<file path="src/rtl/addr_gen_pkg.sv">
// Shared types and constants for the address generator: mode/state encodings and pointer sizes.
// Also provides the pointer increment helper used by the fetch engine.
package addr_gen_pkg;

   typedef enum logic [2:0] {
      ABS_X       = 3'd0,
      ABS_Y       = 3'd1,
      DP_X        = 3'd2,
      DP_IND      = 3'd3,
      DP_IND_Y    = 3'd4,
      DP_IND_LONG = 3'd5,
      DP_X_IND    = 3'd6,
      SR_IND_Y    = 3'd7
   } mode_e;

   typedef enum logic [2:0] {
      ST_IDLE  = 3'd0,
      ST_BASE  = 3'd1,
      ST_FETCH = 3'd2,
      ST_INDEX = 3'd3,
      ST_DONE  = 3'd4
   } state_e;

   localparam int PTR_BYTES_SHORT = 2;
   localparam int PTR_BYTES_LONG  = 3;

   // In emulation direct-page-aligned mode the pointer wraps inside its page.
   function automatic logic [15:0] ptr_inc(input logic [15:0] a, input logic page_wrap);
      if (page_wrap)
         return {a[15:8], a[7:0] + 8'd1};
      return a + 16'd1;
   endfunction

endpackage

</file>
<file path="src/rtl/addr_gen_ptr_fetch.sv">
// Pointer fetch engine: reads 2 or 3 little-endian bytes from bank 0 with a req/rdy handshake.
// done pulses one EN cycle after the last byte completes; mem_req holds until each byte completes.
module addr_gen_ptr_fetch
   import addr_gen_pkg::*;
#(
   parameter int ADDR_W = 24
) (
   input  logic              clk,
   input  logic              rst_n,
   input  logic              en,
   input  logic              start,
   input  logic [15:0]       start_addr,
   input  logic              long_ptr,
   input  logic              page_wrap,
   input  logic              mem_rdy,
   input  logic [7:0]        mem_din,
   output logic              mem_req,
   output logic [ADDR_W-1:0] mem_addr,
   output logic              done,
   output logic [23:0]       ptr
);

   logic        act_q, act_d;
   logic [1:0]  cnt_q, cnt_d;
   logic [15:0] addr_q, addr_d;
   logic [23:0] ptr_q, ptr_d;
   logic        done_q, done_d;
   logic        long_q, long_d;
   logic        wrap_q, wrap_d;
   logic [1:0]  last_idx;

   assign last_idx = long_q ? 2'(PTR_BYTES_LONG - 1) : 2'(PTR_BYTES_SHORT - 1);

   always_comb begin
      act_d  = act_q;
      cnt_d  = cnt_q;
      addr_d = addr_q;
      ptr_d  = ptr_q;
      done_d = done_q;
      long_d = long_q;
      wrap_d = wrap_q;
      if (en) begin
         done_d = 1'b0;
         if (start) begin
            act_d  = 1'b1;
            cnt_d  = 2'd0;
            addr_d = start_addr;
            ptr_d  = 24'd0;
            long_d = long_ptr;
            wrap_d = page_wrap;
         end else if (act_q && mem_rdy) begin
            case (cnt_q)
               2'd0:    ptr_d[7:0]   = mem_din;
               2'd1:    ptr_d[15:8]  = mem_din;
               default: ptr_d[23:16] = mem_din;
            endcase
            addr_d = ptr_inc(addr_q, wrap_q);
            cnt_d  = cnt_q + 2'd1;
            if (cnt_q == last_idx) begin
               act_d  = 1'b0;
               done_d = 1'b1;
            end
         end
      end
   end

   always_ff @(posedge clk) begin
      if (!rst_n) begin
         act_q  <= 1'b0;
         cnt_q  <= 2'd0;
         addr_q <= 16'd0;
         ptr_q  <= 24'd0;
         done_q <= 1'b0;
         long_q <= 1'b0;
         wrap_q <= 1'b0;
      end else begin
         act_q  <= act_d;
         cnt_q  <= cnt_d;
         addr_q <= addr_d;
         ptr_q  <= ptr_d;
         done_q <= done_d;
         long_q <= long_d;
         wrap_q <= wrap_d;
      end
   end

   assign mem_req  = act_q;
   assign mem_addr = {{(ADDR_W-16){1'b0}}, addr_q};
   assign done     = done_q;
   assign ptr      = ptr_q;

endmodule

</file>
<file path="src/rtl/addr_gen_seq.sv">
// 65816-style effective address sequencer: direct, indexed and indirect modes with pointer fetch.
// ea_valid 2 EN cycles after accept (direct) or after last byte (indirect, +1 with Y index); start ignored while busy.
module addr_gen_seq
   import addr_gen_pkg::*;
#(
   parameter int ADDR_W  = 24,
   parameter int IDX_W   = 16,
   parameter int LONG_EN = 1
) (
   input  logic              CLK,
   input  logic              RST_N,
   input  logic              EN,
   input  logic              start,
   input  logic [2:0]        mode,
   input  logic [15:0]       opnd,
   input  logic [IDX_W-1:0]  X,
   input  logic [IDX_W-1:0]  Y,
   input  logic [IDX_W-1:0]  D,
   input  logic [IDX_W-1:0]  S,
   input  logic [7:0]        DBR,
   input  logic              e6502,
   output logic              mem_req,
   output logic [ADDR_W-1:0] mem_addr,
   input  logic              mem_rdy,
   input  logic [7:0]        mem_din,
   output logic              busy,
   output logic [ADDR_W-1:0] ea,
   output logic              ea_valid,
   output logic              page_cross
);

   state_e state_q, state_d;
   mode_e  mode_q, mode_d, mode_in;
   logic [15:0] opnd_q, opnd_d, x_q, x_d, y_q, y_d, d_q, d_d, s_q, s_d;
   logic [7:0]  dbr_q, dbr_d;
   logic        e_q, e_d;
   logic [ADDR_W-1:0] res_q, res_d, ea_q, ea_d;
   logic        pc_res_q, pc_res_d, ea_valid_q, ea_valid_d, page_cross_q, page_cross_d;

   logic        is_direct, is_indexed_ind, is_long, page_wrap, fetch_start, fetch_done;
   logic [15:0] idx_sel, dp_sum, ptr_base;
   logic [8:0]  abs_pc9, ind_pc9;
   logic [32:0] abs_sum, ind_sum, dp_ext, full_ext;
   logic [23:0] ptr_w, ptr_full;

   // With LONG_EN=0 the long-pointer mode collapses onto the plain indirect mode at accept.
   assign mode_in = (mode == 3'd5 && LONG_EN == 0) ? DP_IND : mode_e'(mode);

   assign is_direct      = mode_q inside {ABS_X, ABS_Y, DP_X};
   assign is_indexed_ind = mode_q inside {DP_IND_Y, SR_IND_Y};
   assign is_long        = (mode_q == DP_IND_LONG);
   assign page_wrap      = e_q && (d_q[7:0] == 8'd0) && (mode_q inside {DP_IND, DP_IND_Y, DP_X_IND});

   assign idx_sel  = (mode_q == ABS_Y) ? y_q : x_q;
   assign abs_sum  = {9'd0, dbr_q, opnd_q} + {17'd0, idx_sel};
   assign abs_pc9  = {1'b0, opnd_q[7:0]} + {1'b0, idx_sel[7:0]};
   assign dp_sum   = d_q + {8'h00, opnd_q[7:0]} + x_q;
   assign dp_ext   = {17'd0, dp_sum};
   assign ptr_full = {is_long ? ptr_w[23:16] : dbr_q, ptr_w[15:0]};
   assign full_ext = {9'd0, ptr_full};
   assign ind_sum  = full_ext + {17'd0, y_q};
   assign ind_pc9  = {1'b0, ptr_w[7:0]} + {1'b0, y_q[7:0]};

   always_comb begin
      case (mode_q)
         DP_X_IND: ptr_base = d_q + {8'h00, opnd_q[7:0]} + x_q;
         SR_IND_Y: ptr_base = s_q + {8'h00, opnd_q[7:0]};
         default:  ptr_base = d_q + {8'h00, opnd_q[7:0]};
      endcase
   end

   always_ff @(posedge CLK) begin
      if (!RST_N)
         state_q <= ST_IDLE;
      else
         state_q <= state_d;
   end

   always_comb begin
      state_d = state_q;
      if (EN) begin
         case (state_q)
            ST_IDLE:  if (start) state_d = ST_BASE;
            ST_BASE:  state_d = is_direct ? ST_DONE : ST_FETCH;
            ST_FETCH: if (fetch_done) state_d = is_indexed_ind ? ST_INDEX : ST_DONE;
            ST_INDEX: state_d = ST_DONE;
            ST_DONE:  state_d = ST_IDLE;
            default:  state_d = ST_IDLE;
         endcase
      end
   end

   always_comb begin
      busy        = (state_q != ST_IDLE);
      fetch_start = EN && (state_q == ST_BASE) && !is_direct;
   end

   always_comb begin
      mode_d = mode_q;  opnd_d = opnd_q;  x_d = x_q;  y_d = y_q;
      d_d = d_q;  s_d = s_q;  dbr_d = dbr_q;  e_d = e_q;
      res_d = res_q;  pc_res_d = pc_res_q;
      ea_d = ea_q;  ea_valid_d = ea_valid_q;  page_cross_d = page_cross_q;
      if (EN) begin
         ea_valid_d = 1'b0;
         case (state_q)
            ST_IDLE: if (start) begin
               mode_d = mode_in;
               opnd_d = opnd;
               x_d    = e6502 ? {8'h00, X[7:0]} : 16'(X);
               y_d    = e6502 ? {8'h00, Y[7:0]} : 16'(Y);
               d_d    = 16'(D);
               s_d    = 16'(S);
               dbr_d  = DBR;
               e_d    = e6502;
            end
            ST_BASE: begin
               if (mode_q == DP_X) begin
                  res_d    = dp_ext[ADDR_W-1:0];
                  pc_res_d = 1'b0;
               end else if (is_direct) begin
                  res_d    = abs_sum[ADDR_W-1:0];
                  pc_res_d = abs_pc9[8];
               end
            end
            ST_FETCH: if (fetch_done) begin
               res_d    = full_ext[ADDR_W-1:0];
               pc_res_d = 1'b0;
            end
            ST_INDEX: begin
               res_d    = ind_sum[ADDR_W-1:0];
               pc_res_d = ind_pc9[8];
            end
            ST_DONE: begin
               ea_d         = res_q;
               page_cross_d = pc_res_q;
               ea_valid_d   = 1'b1;
            end
            default: ;
         endcase
      end
   end

   always_ff @(posedge CLK) begin
      if (!RST_N) begin
         mode_q <= ABS_X;  opnd_q <= '0;  x_q <= '0;  y_q <= '0;
         d_q <= '0;  s_q <= '0;  dbr_q <= '0;  e_q <= 1'b0;
         res_q <= '0;  pc_res_q <= 1'b0;
         ea_q <= '0;  ea_valid_q <= 1'b0;  page_cross_q <= 1'b0;
      end else begin
         mode_q <= mode_d;  opnd_q <= opnd_d;  x_q <= x_d;  y_q <= y_d;
         d_q <= d_d;  s_q <= s_d;  dbr_q <= dbr_d;  e_q <= e_d;
         res_q <= res_d;  pc_res_q <= pc_res_d;
         ea_q <= ea_d;  ea_valid_q <= ea_valid_d;  page_cross_q <= page_cross_d;
      end
   end

   addr_gen_ptr_fetch #(.ADDR_W(ADDR_W)) u_fetch (
      .clk        (CLK),
      .rst_n      (RST_N),
      .en         (EN),
      .start      (fetch_start),
      .start_addr (ptr_base),
      .long_ptr   (is_long),
      .page_wrap  (page_wrap),
      .mem_rdy    (mem_rdy),
      .mem_din    (mem_din),
      .mem_req    (mem_req),
      .mem_addr   (mem_addr),
      .done       (fetch_done),
      .ptr        (ptr_w)
   );

   assign ea         = ea_q;
   assign ea_valid   = ea_valid_q;
   assign page_cross = page_cross_q;

endmodule

</file>
<file path="config.mk">
export PLATFORM = sky130hd
export DESIGN_NAME = addr_gen_seq
export DESIGN_NICKNAME = d
export VERILOG_FILES = /design/src/rtl/addr_gen_pkg.sv /design/src/rtl/addr_gen_ptr_fetch.sv /design/src/rtl/addr_gen_seq.sv
export SDC_FILE = /design/constraint.sdc
export NUM_CORES = 1
export LEC_CHECK = 0
export BUFFER_PORTS_ARGS = -buffer_cell sky130_fd_sc_hd__buf_2
export CAP_MARGIN = 10
export CORE_MARGIN = 2
export CORE_UTILIZATION = 45
export CTS_CLUSTER_SIZE = 30
export DETAILED_ROUTE_END_ITERATION = 16
export PLACE_DENSITY = 0.74
export SLEW_MARGIN = 20
export SYNTH_ARGS = -nofsm -noshare
export SYNTH_HDL_FRONTEND = slang
export SYNTH_SLANG_ARGS = --single-unit
</file>
<file path="constraint.sdc">
create_clock -name CLK -period 7.9 [get_ports CLK]
set_input_delay 0.79 -clock CLK [delete_from_list [all_inputs] [get_ports CLK]]
set_output_delay 0.79 -clock CLK [all_outputs]
set_load 0.01 [all_outputs]
</file>
==> results by group <==
Synth
  • Adder-cell area share of the yosys netlist: 7.77%
  • Dominant cells by area after synthesis: dfxtp_1 (31%), nand2_1 (11%), a21boi_0 (7.5%)
  • Area leader, netlist: dfxtp_1
  • Largest family of logic cells by synthesized area: compound AO/OA/AOI/OAI gates
  • Synthesized area per cell: 7.77 um^2
  • Synth top area share: 31.4%
  • Post-Synth XOR/XNOR Area: 6.23%
  • Post-synth EDFFs: 0
  • Commonest cells in the netlist: nand2_1 (364), dfxtp_1 (192), a21boi_0 (122), a21oi_1 (99), clkbuf_1 (73)
  • Synthesis warning total: 0
  • Simple-gate share of the synthesized area: 22.7%
  • FFs w/ async S/R, synth: 0%
  • Synth Cell Area: 12,200 um^2
  • Ys flop type: dfxtp_1
  • Post-synthesis sequential area ratio: 31.4%
  • Seq cells post-synth: 192
  • Post-synthesis compound-gate area fraction: 24.8%
  • Synth cell types: 77
  • Mapped Cells: 1,575
  • Cell with the most instances after synthesis: nand2_1
  • Mux cell area share after synthesis: 3.31%

Power and ir drop
  • Max IR drop VDD: 0.145 mV
  • Leak Pwr: 5.57 nW
  • P per Cell Area: 163 nW/um^2
  • Power Total: 0.00224 W

Clock network
  • Post-CTS Setup Inserts: 0
  • Hold_buf cts: 0
  • CTS root buf: clkbuf_16
  • H-tree levels: 4
  • CTS resizes: 0
  • Clock latency on the worst-skew pair: 0.44 ns
  • Clock Sinks: 192
  • Deepest clock path buffer count: 2
  • Clk pin slew, worst setup/hold paths: 0.08 ns
  • CTS Buf Count: 17
  • CTS tree: built

Timing
  • FMAX: 247 MHz
  • Rel. slew slack: 24.8%
  • Post-route setup slack: 3.85 ns
  • Worst Tran Pin Value: 1.12 ns
  • RSZ-0062 raised after global routing: false
  • Max Slew Vio Count: 0
  • Setup violations, final: 0
  • Final period util: 51.3%
  • Final Hold Vio Count: 0
  • Tmin final: 4.05 ns
  • Sum Neg Setup Slack: 0 ns
  • Worst Skew: 0.0167 ns

Setup path
  • Critical Path RT: 8.23 ns
  • CP endpoint kind: register
  • Reg-to-Reg Start: mode_q[0]
  • CP startpoint: mode_q[0]
  • CP max FO: 35
  • Crit Path Class: reg2reg
  • Worst setup SP type: register
  • WP data arrival: 4.38 ns

Detailed routing
  • Total number of vias: 11,700
  • Vias/cell: 5.79
  • Total Wirelength: 36,500 um
  • TritonRoute pass-1 iters: 5
  • WL/cell: 18.1 um
  • # DRC: 0
  • Initial DRC count: 1,078
  • Routed Antenna Nets: 0

Die
  • Die Width: 169 um
  • Starting Density: 45.7%
  • IO Count: 157
  • Row cnt: 60
  • Die Height: 169 um
  • DIE AREA: 28,500 um^2
  • Core ar.: 26,800 um^2

GRT
  • Vias in the first global route: 10,700
  • Global-route wire length before repair: 57,700 um
  • Initial antenna violation count: 0
  • Overflow after GRT: 0
  • Total GRT Usage: 25.4%
  • Largest net degree at the start of global routing: 104

Flow run
  • Number of max-cap violations: 0

Placed design
  • Gpl congestion: 1.00
  • Placement Cell Area: 13,100 um^2
  • Dpl hpwl: 27,700 um
  • Dpl ws: 3.90 ns
  • Port Buffers: 148

Outcome
  • Status: finished, final reports clean

Layout
  • Antenna diodes: 0
  • Final Net Count: 1,843
  • Final Util: 51.3%
  • Area Growth Syn to Fin: 12.4%
  • Share of cells above drive strength 1: 13.3%
  • Fin area: 13,800 um^2

Min path
  • Hold_sp: ea[21]
  • Hold WC Path Type: reg2reg
## layout by cell type (no fill, tap or decap), types with 43 or more instances in the layout
cell and count:
nand2_1 364, nor2_1 72, o21ai_0 72, buf_2 147, ha_1 68, xnor2_1 57
a21boi_0 122, a21oi_1 99, nand3_1 43, dfxtp_1 192
## power breakdown
group          switching [W]  leakage, nW  total, W  internal (W)
Sequential         0.0000365         1.56   0.00103      0.000995
Combinational       0.000177         3.73  0.000295      0.000118
Clock               0.000424        0.284  0.000910      0.000486
Total               0.000638         5.57   0.00224       0.00160
## layout make-up
class | count | area, um^2
Timing Repair Buffer | 158 | 838
Clock buffer | 18 | 439
Fill cell | 2601 | 13000
Clock inverter | 14 | 165
Sequential cell | 192 | 3840
Inverter | 17 | 63.8
Tap cell | 341 | 427
Multi-Input combinational cell | 1279 | 7980
## worst paths after layout
check,slack (ns),to,cells past startpoint
max,3.85,res_q[16],14
min,0.46,ea[21],2
max reg2reg,3.85,res_q[16],14
min reg2reg,0.46,ea[21],2
## through the flow
stage	hold WS, ns	cells
finish	0.461	2019
global route	0.482	2019
CTS	0.466	2018
detailed placement	0.456	1986
global placement	0.448	1986
floorplan	0.430	1582
## kinds of logic after synthesis
family,Yosys count
flip-flops,192
adder cells (fa/ha/maj),73
multiplexers,38
AND/OR/NAND/NOR,622
AO/OA/AOI/OAI,451
other,1
buffers and inverters,111
XOR/XNOR,87
## state kept, by name, summed over array words and instances (netlist names), 2 cells and up
register	cells
dbr_q	8
x_q	16
state_q	3
ea	24
u_fetch.cnt_q	2
u_fetch.ptr	24
u_fetch.addr_q	16
s_q	16
y_q	16
opnd_q	16
res_q	24
d_q	16
mode_q	3
## metal layers
layer	vias to the layer above	GRT usage, %	wire length [um]
li1	5743	-	-
met1	5483	35.4	16900
met2	409	41.5	16600
met3	47	3.18	2270
met4	0	6.97	773
met5	-	0	0
## critical path: stages (launching register included)
cell      delay (ns)
dfxtp_1         0.31
buf_4           0.31
nor3b_2         0.26
buf_4           0.29
mux2_2          0.37
ha_1            0.22
fa_1            0.45
a211oi_2        0.26
o21a_1          0.23
o31ai_1         0.11
a221o_1         0.38
a31o_1          0.30
xor2_1          0.16
a221oi_2        0.22
nor2_1          0.07
No activity file was read; power rests on OpenSTA's default activity.
